File: src/rtl/stack_calc_core_pkg.sv
// Shared opcode, FSM state and stack-command encodings for the stack calculator core.
package stack_calc_core_pkg;

  typedef enum logic [3:0] {
    OP_NOP  = 4'h0,
    OP_PUSH = 4'h1,
    OP_POP  = 4'h2,
    OP_OUTL = 4'h3,
    OP_OUTH = 4'h4,
    OP_SWAP = 4'h5,
    OP_DUP  = 4'h6,
    OP_OVER = 4'h7,
    OP_AND  = 4'h8,
    OP_OR   = 4'h9,
    OP_ADD  = 4'hA,
    OP_SUB  = 4'hB,
    OP_XOR  = 4'hC,
    OP_NOT  = 4'hD,
    OP_INC  = 4'hE,
    OP_CLR  = 4'hF
  } opcode_e;

  typedef enum logic {
    ST_IDLE = 1'b0,
    ST_EXEC = 1'b1
  } state_e;

  typedef enum logic [2:0] {
    SF_HOLD,
    SF_PUSH,
    SF_POP,
    SF_REPL,
    SF_POPREPL,
    SF_SWAP,
    SF_CLR
  } sf_cmd_e;

endpackage

File: src/rtl/stack_calc_core_if.sv
// Opcode handshake between the input decoder (master) and the execution core (slave).
interface stack_calc_core_if #(
  parameter int WIDTH = 4
) ();
  logic             op_valid;
  logic             op_ready;
  logic [3:0]       opcode;
  logic [WIDTH-1:0] operand;

  modport master (output op_valid, output opcode, output operand, input op_ready);
  modport slave  (input op_valid, input opcode, input operand, output op_ready);
endinterface

File: src/rtl/stack_calc_core_stack_file.sv
// Shift-register stack: entry 0 is always the top, so push/pop shift every entry one place.
module stack_file
  import stack_calc_core_pkg::*;
#(
  parameter int WIDTH = 4,
  parameter int DEPTH = 8,
  localparam int DW = $clog2(DEPTH + 1)
) (
  input  logic             clk,
  input  logic             rst_n,
  input  sf_cmd_e          cmd_i,
  input  logic [WIDTH-1:0] wdata_i,
  output logic [WIDTH-1:0] top_o,
  output logic [WIDTH-1:0] second_o,
  output logic [DW-1:0]    depth_o
);

  logic [WIDTH-1:0] entry [DEPTH];
  logic [DW-1:0]    depth_q, depth_d;

  for (genvar gi = 0; gi < DEPTH; gi++) begin : g_ent
    logic [WIDTH-1:0] ent_q, ent_d, above, below, swapped;

    if (gi == 0) begin : g_first
      assign above   = wdata_i;
      assign swapped = entry[1];
    end else begin : g_rest
      assign above   = entry[gi-1];
      assign swapped = (gi == 1) ? entry[0] : ent_q;
    end

    if (gi == DEPTH - 1) begin : g_last
      assign below = ent_q;
    end else begin : g_mid
      assign below = entry[gi+1];
    end

    always_comb begin
      ent_d = ent_q;
      case (cmd_i)
        SF_PUSH:    ent_d = above;
        SF_POP:     ent_d = below;
        SF_REPL:    ent_d = (gi == 0) ? wdata_i : ent_q;
        SF_POPREPL: ent_d = (gi == 0) ? wdata_i : below;
        SF_SWAP:    ent_d = swapped;
        default:    ent_d = ent_q;
      endcase
    end

    // Contents are don't-care after reset; validity is tracked by depth alone.
    always_ff @(posedge clk) begin
      ent_q <= ent_d;
    end

    assign entry[gi] = ent_q;
  end

  always_comb begin
    depth_d = depth_q;
    case (cmd_i)
      SF_PUSH:            depth_d = depth_q + DW'(1);
      SF_POP, SF_POPREPL: depth_d = depth_q - DW'(1);
      SF_CLR:             depth_d = '0;
      default:            depth_d = depth_q;
    endcase
  end

  always_ff @(posedge clk or negedge rst_n) begin
    if (!rst_n) depth_q <= '0;
    else        depth_q <= depth_d;
  end

  assign depth_o  = depth_q;
  assign top_o    = (depth_q != '0) ? entry[0] : '0;
  assign second_o = (depth_q >= DW'(2)) ? entry[1] : '0;

endmodule

File: src/rtl/stack_calc_core.sv
// Stack-machine execution core: IDLE/EXEC handshake FSM, ALU, flags and output latch.
module stack_calc_core
  import stack_calc_core_pkg::*;
#(
  parameter int WIDTH = 4,
  parameter int DEPTH = 8,
  localparam int DW = $clog2(DEPTH + 1)
) (
  input  logic               clk,
  input  logic               rst_n,
  stack_calc_core_if.slave   bus,
  output logic [WIDTH-1:0]   top,
  output logic [WIDTH-1:0]   second,
  output logic [DW-1:0]      depth,
  output logic               empty,
  output logic               full,
  output logic               carry,
  output logic               error,
  output logic [2*WIDTH-1:0] out_reg
);

  state_e             state_q, state_d;
  opcode_e            op_q;
  logic [WIDTH-1:0]   arg_q;
  logic               carry_q, carry_d, error_q, error_d;
  logic [2*WIDTH-1:0] out_q, out_d;
  logic               op_ready, accept, lack1, lack2, at_full;
  logic [WIDTH:0]     sum;
  logic [WIDTH-1:0]   diff, sf_wdata;
  sf_cmd_e            sf_cmd;

  stack_file #(.WIDTH(WIDTH), .DEPTH(DEPTH)) u_stack (
    .clk      (clk),
    .rst_n    (rst_n),
    .cmd_i    (sf_cmd),
    .wdata_i  (sf_wdata),
    .top_o    (top),
    .second_o (second),
    .depth_o  (depth)
  );

  assign accept = (state_q == ST_IDLE) && bus.op_valid;

  always_ff @(posedge clk or negedge rst_n) begin
    if (!rst_n) state_q <= ST_IDLE;
    else        state_q <= state_d;
  end

  always_comb begin
    state_d = state_q;
    case (state_q)
      ST_IDLE: if (bus.op_valid) state_d = ST_EXEC;
      ST_EXEC: state_d = ST_IDLE;
      default: state_d = ST_IDLE;
    endcase
  end

  always_comb begin
    op_ready = (state_q == ST_IDLE);
    sf_cmd   = SF_HOLD;
    sf_wdata = '0;
    carry_d  = carry_q;
    error_d  = error_q;
    out_d    = out_q;
    sum      = {1'b0, second} + {1'b0, top};
    diff     = second - top;
    lack1    = (depth == '0);
    lack2    = (depth < DW'(2));
    at_full  = (depth == DW'(DEPTH));
    // A failed precondition only sets error; stack, carry and out_reg stay put.
    if (state_q == ST_EXEC) begin
      case (op_q)
        OP_PUSH: if (at_full) error_d = 1'b1;
                 else begin sf_cmd = SF_PUSH; sf_wdata = arg_q; end
        OP_POP:  if (lack1) error_d = 1'b1; else sf_cmd = SF_POP;
        OP_OUTL: if (lack1) error_d = 1'b1; else out_d[WIDTH-1:0] = top;
        OP_OUTH: if (lack1) error_d = 1'b1; else out_d[2*WIDTH-1:WIDTH] = top;
        OP_SWAP: if (lack2) error_d = 1'b1; else sf_cmd = SF_SWAP;
        OP_DUP:  if (lack1 || at_full) error_d = 1'b1;
                 else begin sf_cmd = SF_PUSH; sf_wdata = top; end
        OP_OVER: if (lack2 || at_full) error_d = 1'b1;
                 else begin sf_cmd = SF_PUSH; sf_wdata = second; end
        OP_AND:  if (lack2) error_d = 1'b1;
                 else begin sf_cmd = SF_POPREPL; sf_wdata = second & top; end
        OP_OR:   if (lack2) error_d = 1'b1;
                 else begin sf_cmd = SF_POPREPL; sf_wdata = second | top; end
        OP_ADD:  if (lack2) error_d = 1'b1;
                 else begin sf_cmd = SF_POPREPL; sf_wdata = sum[WIDTH-1:0]; carry_d = sum[WIDTH]; end
        OP_SUB:  if (lack2) error_d = 1'b1;
                 else begin sf_cmd = SF_POPREPL; sf_wdata = diff; carry_d = (second < top); end
        OP_XOR:  if (lack2) error_d = 1'b1;
                 else begin sf_cmd = SF_POPREPL; sf_wdata = second ^ top; end
        OP_NOT:  if (lack1) error_d = 1'b1;
                 else begin sf_cmd = SF_REPL; sf_wdata = ~top; end
        OP_INC:  if (lack1) error_d = 1'b1;
                 else begin sf_cmd = SF_REPL; sf_wdata = top + WIDTH'(1); end
        OP_CLR:  begin sf_cmd = SF_CLR; error_d = 1'b0; carry_d = 1'b0; end
        default: ;
      endcase
    end
  end

  always_ff @(posedge clk or negedge rst_n) begin
    if (!rst_n) begin
      op_q    <= OP_NOP;
      arg_q   <= '0;
      carry_q <= 1'b0;
      error_q <= 1'b0;
      out_q   <= '0;
    end else begin
      if (accept) begin
        op_q  <= opcode_e'(bus.opcode);
        arg_q <= bus.operand;
      end
      carry_q <= carry_d;
      error_q <= error_d;
      out_q   <= out_d;
    end
  end

  assign bus.op_ready = op_ready;
  assign empty        = (depth == '0);
  assign full         = (depth == DW'(DEPTH));
  assign carry        = carry_q;
  assign error        = error_q;
  assign out_reg      = out_q;

endmodule

File: src/flat_wrapper.sv
// flat-port wrapper written by rule: the top's interface ports become plain ports
module stack_calc_core_flat import stack_calc_core_pkg::*;
#(
  parameter int WIDTH = 4,
  parameter int DEPTH = 8,
  localparam int DW = $clog2(DEPTH + 1)
)
  (clk, rst_n, top, second, depth, empty, full, carry, error, out_reg, bus_op_valid, bus_opcode, bus_operand, bus_op_ready);
  stack_calc_core_if #(.WIDTH(WIDTH)) bus_i ();
  input  logic clk;
  input  logic rst_n;
  output logic [WIDTH-1:0] top;
  output logic [WIDTH-1:0] second;
  output logic [DW-1:0] depth;
  output logic empty;
  output logic full;
  output logic carry;
  output logic error;
  output logic [2*WIDTH-1:0] out_reg;
  input wire logic [$bits(bus_i.op_valid)-1:0] bus_op_valid;
  input wire logic [$bits(bus_i.opcode)-1:0] bus_opcode;
  input wire logic [$bits(bus_i.operand)-1:0] bus_operand;
  output wire logic [$bits(bus_i.op_ready)-1:0] bus_op_ready;
  assign bus_i.op_valid = bus_op_valid;
  assign bus_i.opcode = bus_opcode;
  assign bus_i.operand = bus_operand;
  assign bus_op_ready = bus_i.op_ready;
  stack_calc_core #(.WIDTH(WIDTH), .DEPTH(DEPTH)) u_core (.clk(clk), .rst_n(rst_n), .bus(bus_i), .top(top), .second(second), .depth(depth), .empty(empty), .full(full), .carry(carry), .error(error), .out_reg(out_reg));
endmodule
File: config.mk
export PLATFORM = sky130hd
export DESIGN_NAME = stack_calc_core_flat
export DESIGN_NICKNAME = d
export VERILOG_FILES = /design/src/rtl/stack_calc_core_pkg.sv /design/src/rtl/stack_calc_core_if.sv /design/src/rtl/stack_calc_core_stack_file.sv /design/src/rtl/stack_calc_core.sv /design/src/flat_wrapper.sv
export SDC_FILE = /design/constraint.sdc
export NUM_CORES = 1
export LEC_CHECK = 0
export CAP_MARGIN = 0
export CORE_MARGIN = 10
export CORE_UTILIZATION = 45
export DETAILED_ROUTE_END_ITERATION = 8
export DONT_BUFFER_PORTS = 1
export SYNTH_ARGS = -nofsm -noshare
export SYNTH_HDL_FRONTEND = slang
export SYNTH_HIERARCHICAL = 1
export SYNTH_SLANG_ARGS = --single-unit
File: constraint.sdc
create_clock -name clk -period 8.2 [get_ports clk]
set_clock_uncertainty 0.15 [all_clocks]
set_input_delay 2.05 -clock clk [delete_from_list [all_inputs] [get_ports clk]]
set_output_delay 2.05 -clock clk [all_outputs]
set_load 0.01 [all_outputs]
Yosys cells after proc, flatten, opt, wreduce, memory -nomap -nowiden
Index checks and enable logic that the tools add are counted.
- logic and storage cells: 124
- flip-flop bits (word level): 55
- input bits: 11
- bitwise gates (word level): 6
- equality and inequality tests: 29
- add/sub/neg operators: 5
- multiplexer cells: 42
- $lt $le $gt $ge: 3
- reductions and logical operators: 23
- operators by type and width (operator ; count):
    $pmux W4 S2 ; 7
    $mux W4 ; 13
    $pmux W4 S10 ; 1
    $eq A4 B4 Y1 const B ; 9
    $pmux W3 S8 ; 1
    $eq A4 B3 Y1 const B ; 4
    $pmux W4 S3 ; 1
    $mux W1 ; 11
    $reduce_or A5 Y1 ; 2
    $eq A3 B3 Y1 const B ; 3
    $mux W3 ; 3
    $add A4 B1 Y4 const B ; 2
    $eq A4 B2 Y1 const B ; 2
    $ne A2 B1 Y1 const B ; 4
    $reduce_or A2 Y1 ; 4
    $reduce_and A7 Y1 ; 1
    $eq A3 B2 Y1 const B ; 2
    $ne A2 B2 Y1 const B ; 3
    $pmux W1 S6 ; 1
    $reduce_and A3 Y1 ; 2
    $reduce_bool A2 Y1 ; 3
    $reduce_bool A3 Y1 ; 2
    $reduce_bool A6 Y1 ; 1
    $reduce_or A6 Y1 ; 1
    other kinds (22) ; 25

Depth between registers and ports, before layout
- word-level depth: 8
- depth in mapped cells: 16
- mapped depth without buffers: 13

By module
The synthesis kept the hierarchy.
- modules (own cells, without submodules) (module ; area an instance (µm²) ; times used ; cells each):
    stack_file ; 1898.1 ; 1 ; 148
    stack_calc_core ; 1844.3 ; 1 ; 214

Least setup slack after synthesis
OpenSTA, ideal clock, no wires.
- path type: reg2reg
- start point: reg u_core.u_stack.depth_q[2], in the netlist u_core/u_stack/depth_o[2]
- end point: reg u_core.u_stack.g_ent[2].ent_q[0], enable pin
- cell stages (with the launch flop): 9
- data arrival time: 3.648 ns
- path slack: 3.977 ns
- clock period less this slack: 4.223 ns
- buffers on the path: 2
- cell sequence: dfrtp_1 -> or4_4 -> maj3_1 -> nand3_1 -> a21oi_1 -> buf_2 -> buf_2 -> or2_2 -> o21ai_0
- elaborated cells on any way between the ends: 19
- RTL lines (what ; line ; text):
    from (decl) ; stack_calc_core_stack_file.sv:19 ; logic [DW-1:0] depth_q, depth_d;
    from (signal assigned) ; stack_calc_core_stack_file.sv:70 ; else depth_q <= depth_d;
    $logic_not A4 Y1 (*) ; stack_calc_core.sv:67 ; lack1 = (depth == '0);
    $mux W2 (on tied branches) ; stack_calc_core.sv:93, stack_calc_core.sv:95, stack_calc_core.sv:75 ;
    $pmux W3 S8 (*) ; stack_calc_core.sv:72 ; case (op_q)
    $mux W3 (*) ; stack_calc_core.sv:71 ; if (state_q == ST_EXEC) begin
    via u_core.sf_cmd[1] ; stack_calc_core.sv:30 ; sf_cmd_e sf_cmd;
    $eq A3 B3 Y1 or $eq A3 B2 Y1 (tied branches) ; stack_calc_core_stack_file.sv:40 ; case (cmd_i)
    $reduce_or A2 Y1 (no source line) ; -- ;
    $reduce_bool A2 Y1 (no source line) (*) ; -- ;
    to (signal assigned) ; stack_calc_core_stack_file.sv:52 ; ent_q <= ent_d;
    to (decl) ; stack_calc_core_stack_file.sv:22 ; logic [WIDTH-1:0] ent_q, ent_d, above, below, swapped;
Mark *: on every way through the listed nets, which the timed path passes. The rest lies on a longest branch.
A chain may end at the register's enable or synchronous reset.

Worst setup path after layout
- start point: reg u_core.u_stack.depth_q[3], in the netlist u_core/u_stack/depth_o[3]
- end point: reg u_core.u_stack.depth_q[2], in the netlist u_core/u_stack/depth_o[2]
- elaborated cells on any way between the ends: 21
- RTL lines (what ; line ; text):
    $logic_not A4 Y1 (*) ; stack_calc_core.sv:67 ;
    $mux W2 (on tied branches) ; stack_calc_core.sv:93, stack_calc_core.sv:95, stack_calc_core.sv:75 ;
    $pmux W3 S8 (*) ; stack_calc_core.sv:72 ;
    $mux W3 (*) ; stack_calc_core.sv:71 ;
    via u_core.sf_cmd[1] ; stack_calc_core.sv:30 ;
    $eq A3 B3 Y1 or $eq A3 B2 Y1 (tied branches) ; stack_calc_core_stack_file.sv:60 ; case (cmd_i)
    $reduce_or A2 Y1 (no source line) ; -- ;
    $pmux W4 S3 or $reduce_bool A3 Y1 (tied branches) ; -- ;
Marked as above.

==> results.md <==
* Max-slew violation count at 0
* Num rows at 33
* Final Hold Viols at 0
* Final wirelength at 8990 um
* Max_slew headroom at 26.4%
* Post-synth ARST share at 41.8%
* Max reg flops at 28
* Layout Nets at 380
* H-tree lvl count at 2
* Max cap viols at 0
* Worst Path Arrival at 4.76 ns
* Pre-CTS setup slack at 3.49 ns
* Initial core utilization at 46.0%
* Pwr dens at 338 mW/mm2
* Hold WC Path Type: reg2reg
* Die area at 0.0124 mm2
* Hold Path Origin: u_core/u_stack/g_ent[5].below[1]$_DFFE_PP_
* Area leader, netlist: edfxtp_1
* GRT Total Usage at 13.9%
* Crit path cell chain: or4_4, maj3_1, nand3_1, a21oi_1, buf_4, xnor2_1, nor2_2, inv_1, fa_1, xnor2_1, mux2_2, a22oi_1, o21ai_0
* Leak at 1.46 nW
* Synth top area share at 25.7%
* Yosys warning total at 6
* Worst Slack Setup Final at 3.48 ns
* Hold_ws at 0.305 ns
* Via count at 2769
* R2r setup slk at 3.48 ns
* Drt first pass iters at 5
* Final total power at 1.32 mW
* Comb pwr share at 46.7%
* CTS tree: yes
* Critical path launch point type: flop
* XOR/XNOR Fraction of Synth Area at 1.64%
* Most frequent cell after synthesis: mux2_2
* Chip width at 111 um
* Clock Latency Late Sink at 0.32 ns
* Dpl hpwl at 6490 um
* Syn nets at 391
* Compound-Gate Fraction of Synth Area at 16.4%
* Die height at 111 um
* Synth cell types at 68
* Core area at 0.00813 mm2
* Switch Pwr at 567 uW
* Sw Share at 43.1%
* Cell Area, Synth at 0.00374 mm2
* Seq/Total Area, Yosys at 41.1%
* Cells after Synth at 362
* Min cycle time layout at 4.72 ns
* Met2 GRT Util at 19.8%
* Initial antenna violation count at 0
* Post-DP Area at 0.00378 mm2
* Gr ovfl total at 0
* Worst Path Required at 8.25 ns
* GR peak layer: met2
* Mux contribution to synthesized area at 12.3%
* EDFF count, synth at 32
* Finish-stage setup viols at 0
* Met1 Resource Use GR at 18.9%
* WL/cell at 19.7 um
* Post-route ant nets at 0
* CTS resizes at 0
* Vias in the first global route at 2682
* CTS buffer count at 5
* # IOs at 36
* DR DRC count at 0
* Clock root cell: clkbuf_8
* Status: finished, final reports clean
* Setup repair bufs after CTS at 0
* Most frequent CP cell: xnor2_1
* Design Area, Final at 0.00390 mm2
* Slowest-stage cell, CP: nor2_2
* CP endpoint kind: flop
* Top cells by area, synth: edfxtp_1 (26%), dfrtp_1 (15%), mux2_2 (11%)
* Internal power at 750 uW
* Critical path's largest stage delay at 0.86 ns
* Clock power frac at 14.7%
* Buf/Inv on CP at 2
* Post-Synth Adder-Cell Area at 6.89%
* Most common flop cell mapped by yosys: edfxtp_1
* Worst Tran Pin Value at 1.10 ns
* Port Buffer Count at 0
* Unrepaired setup endpoints after global routing: no
* Crit Path Class: reg2reg
* DRT iter0 DRCs at 193
* Bufs on Longest Clock Path at 2
* Worst r2r dst: u_core/u_stack/depth_o[2]$_DFFE_PN0P_
* Delay-heaviest family, CP: simple AND/OR/NAND/NOR gates
* # hold bufs at CTS at 0
* Simple-gate share of the synthesized area at 16.4%
* Max Fclk at 212 MHz
* Hold Path Sink: u_core/u_stack/g_ent[6].below[1]$_DFFE_PP_
* Largest family of logic cells by synthesized area: compound AO/OA/AOI/OAI gates
* Final GP Congestion at 0.927
* Antenna cells at 0
* Min-Delay Path Depth at 0
* Max rail drop VDD at 0.155 mV
* FF-to-FF path depth at 13
* Clk pin slew, worst setup/hold paths at 0.11 ns
* Worst-path maximum fanout at 24
* Via density at 6.06
* Worst R2R Start: u_core/u_stack/depth_o[3]$_DFFE_PN0P_
* Synth cell count leaders: mux2_2 (35), edfxtp_1 (32), o21ai_0 (27)
* Met3 Use GR at 4.71%
* Clock Sinks at 55
* Share of layout cells above drive strength 1 at 17.3%
* Period Utilization, post-route at 57.5%
* Reg power frac at 38.6%
* Fill cells at 748
* Syn Area/Cell at 10.3 um2
* First-pass GRT wire length at 14500 um
* Largest net degree at the start of global routing at 28
* Area Growth Syn to Fin at 4.11%
* Seq cells post-synth at 55
* TNS Setup at 0 ns
==> cell type report <==
type	count	area, um2	area share, %
repair buffers	3	22.5	0.578
well taps	105	131	3.37
multi-input cells	265	2010	51.5
clock buffers	5	68.8	1.77
flip-flops and latches	55	1540	39.4
inverters	21	78.8	2.02
clock inverters	3	50.0	1.28
==> power by group through the flow <==
stage / Combinational (mW) / Clock [mW] / Sequential [mW]
after floorplan: 0.514 / 0 / 0.468
after global placement: 0.595 / 0 / 0.513
after detailed placement: 0.612 / 0 / 0.518
after CTS: 0.616 / 0.200 / 0.511
after global routing: 0.686 / 0.208 / 0.526
final: 0.616 / 0.193 / 0.509
==> routing by layer <==
layer,share of wire [%],wire length [um],vias to the layer above
met4,2.3,205,0
met1,45,4090,1348
met2,44,3980,91
met5,0,0,-
li1,-,-,1313
met3,8.0,717,17
==> cell families (layout without fill, tap and decap cells) <==
logic type / after synthesis / after routing
adders and majority gates: 19 / 19
muxes: 40 / 40
and+or+nand+nor: 109 / 109
xor gates and xnor gates: 7 / 7
buffers and inverters: 42 / 32
AOI/OAI and AO/OA: 90 / 90
DFF: 55 / 55
==> how the worst max path moves through the flow <==
stage	from	end	slack (ns)	cells after the start
floorplan	u_core/u_stack/depth_o[2]$_DFFE_PN0P_	u_core/u_stack/g_ent[1].below[0]$_DFFE_PP_	3.98	8
global placement	u_core/u_stack/depth_o[3]$_DFFE_PN0P_	u_core/u_stack/depth_o[2]$_DFFE_PN0P_	3.63	13
detailed placement	u_core/u_stack/depth_o[3]$_DFFE_PN0P_	u_core/u_stack/depth_o[2]$_DFFE_PN0P_	3.49	13
CTS	u_core/u_stack/depth_o[3]$_DFFE_PN0P_	u_core/u_stack/depth_o[2]$_DFFE_PN0P_	3.45	13
global route	u_core/u_stack/depth_o[3]$_DFFE_PN0P_	u_core/u_stack/depth_o[2]$_DFFE_PN0P_	3.19	13
finish	u_core/u_stack/depth_o[3]$_DFFE_PN0P_	u_core/u_stack/depth_o[2]$_DFFE_PN0P_	3.48	13
==> per-stage QoR <==
stage / std cells / utilization, %
floorplan: 362 / -
global placement: 449 / 46.4
detailed placement: 449 / 46.4
CTS: 457 / 47.9
global route: 457 / 47.9
finish: 457 / 47.9
==> worst reg2reg max path: cells and delay by family (launching register included) <==
kind	cells	cell delay, ns
muxes	1	0.27
buffers and inverters	2	0.41
DFF	1	0.61
and+or+nand+nor	3	1.67
adders and majority gates	2	0.87
AOI/OAI and AO/OA	3	0.31
xor gates and xnor gates	2	0.32
==> placed cells by master (no fill, tap or decap), types with 4 or more instances in the layout <==
cell type and instances:
xnor2_1 4, or3_1 4, nand2b_1 4, nor3_1 7, clkbuf_8 5, edfxtp_1 32
nor2b_1 13, o21ai_0 26, mux2_2 35, o22ai_1 4, nand2_1 22, nor2_1 19
inv_1 21, dfrtp_1 23, nand3_1 12, a22oi_1 5, a21oi_1 21, ha_1 15
(Power assumes the default switching activity.)
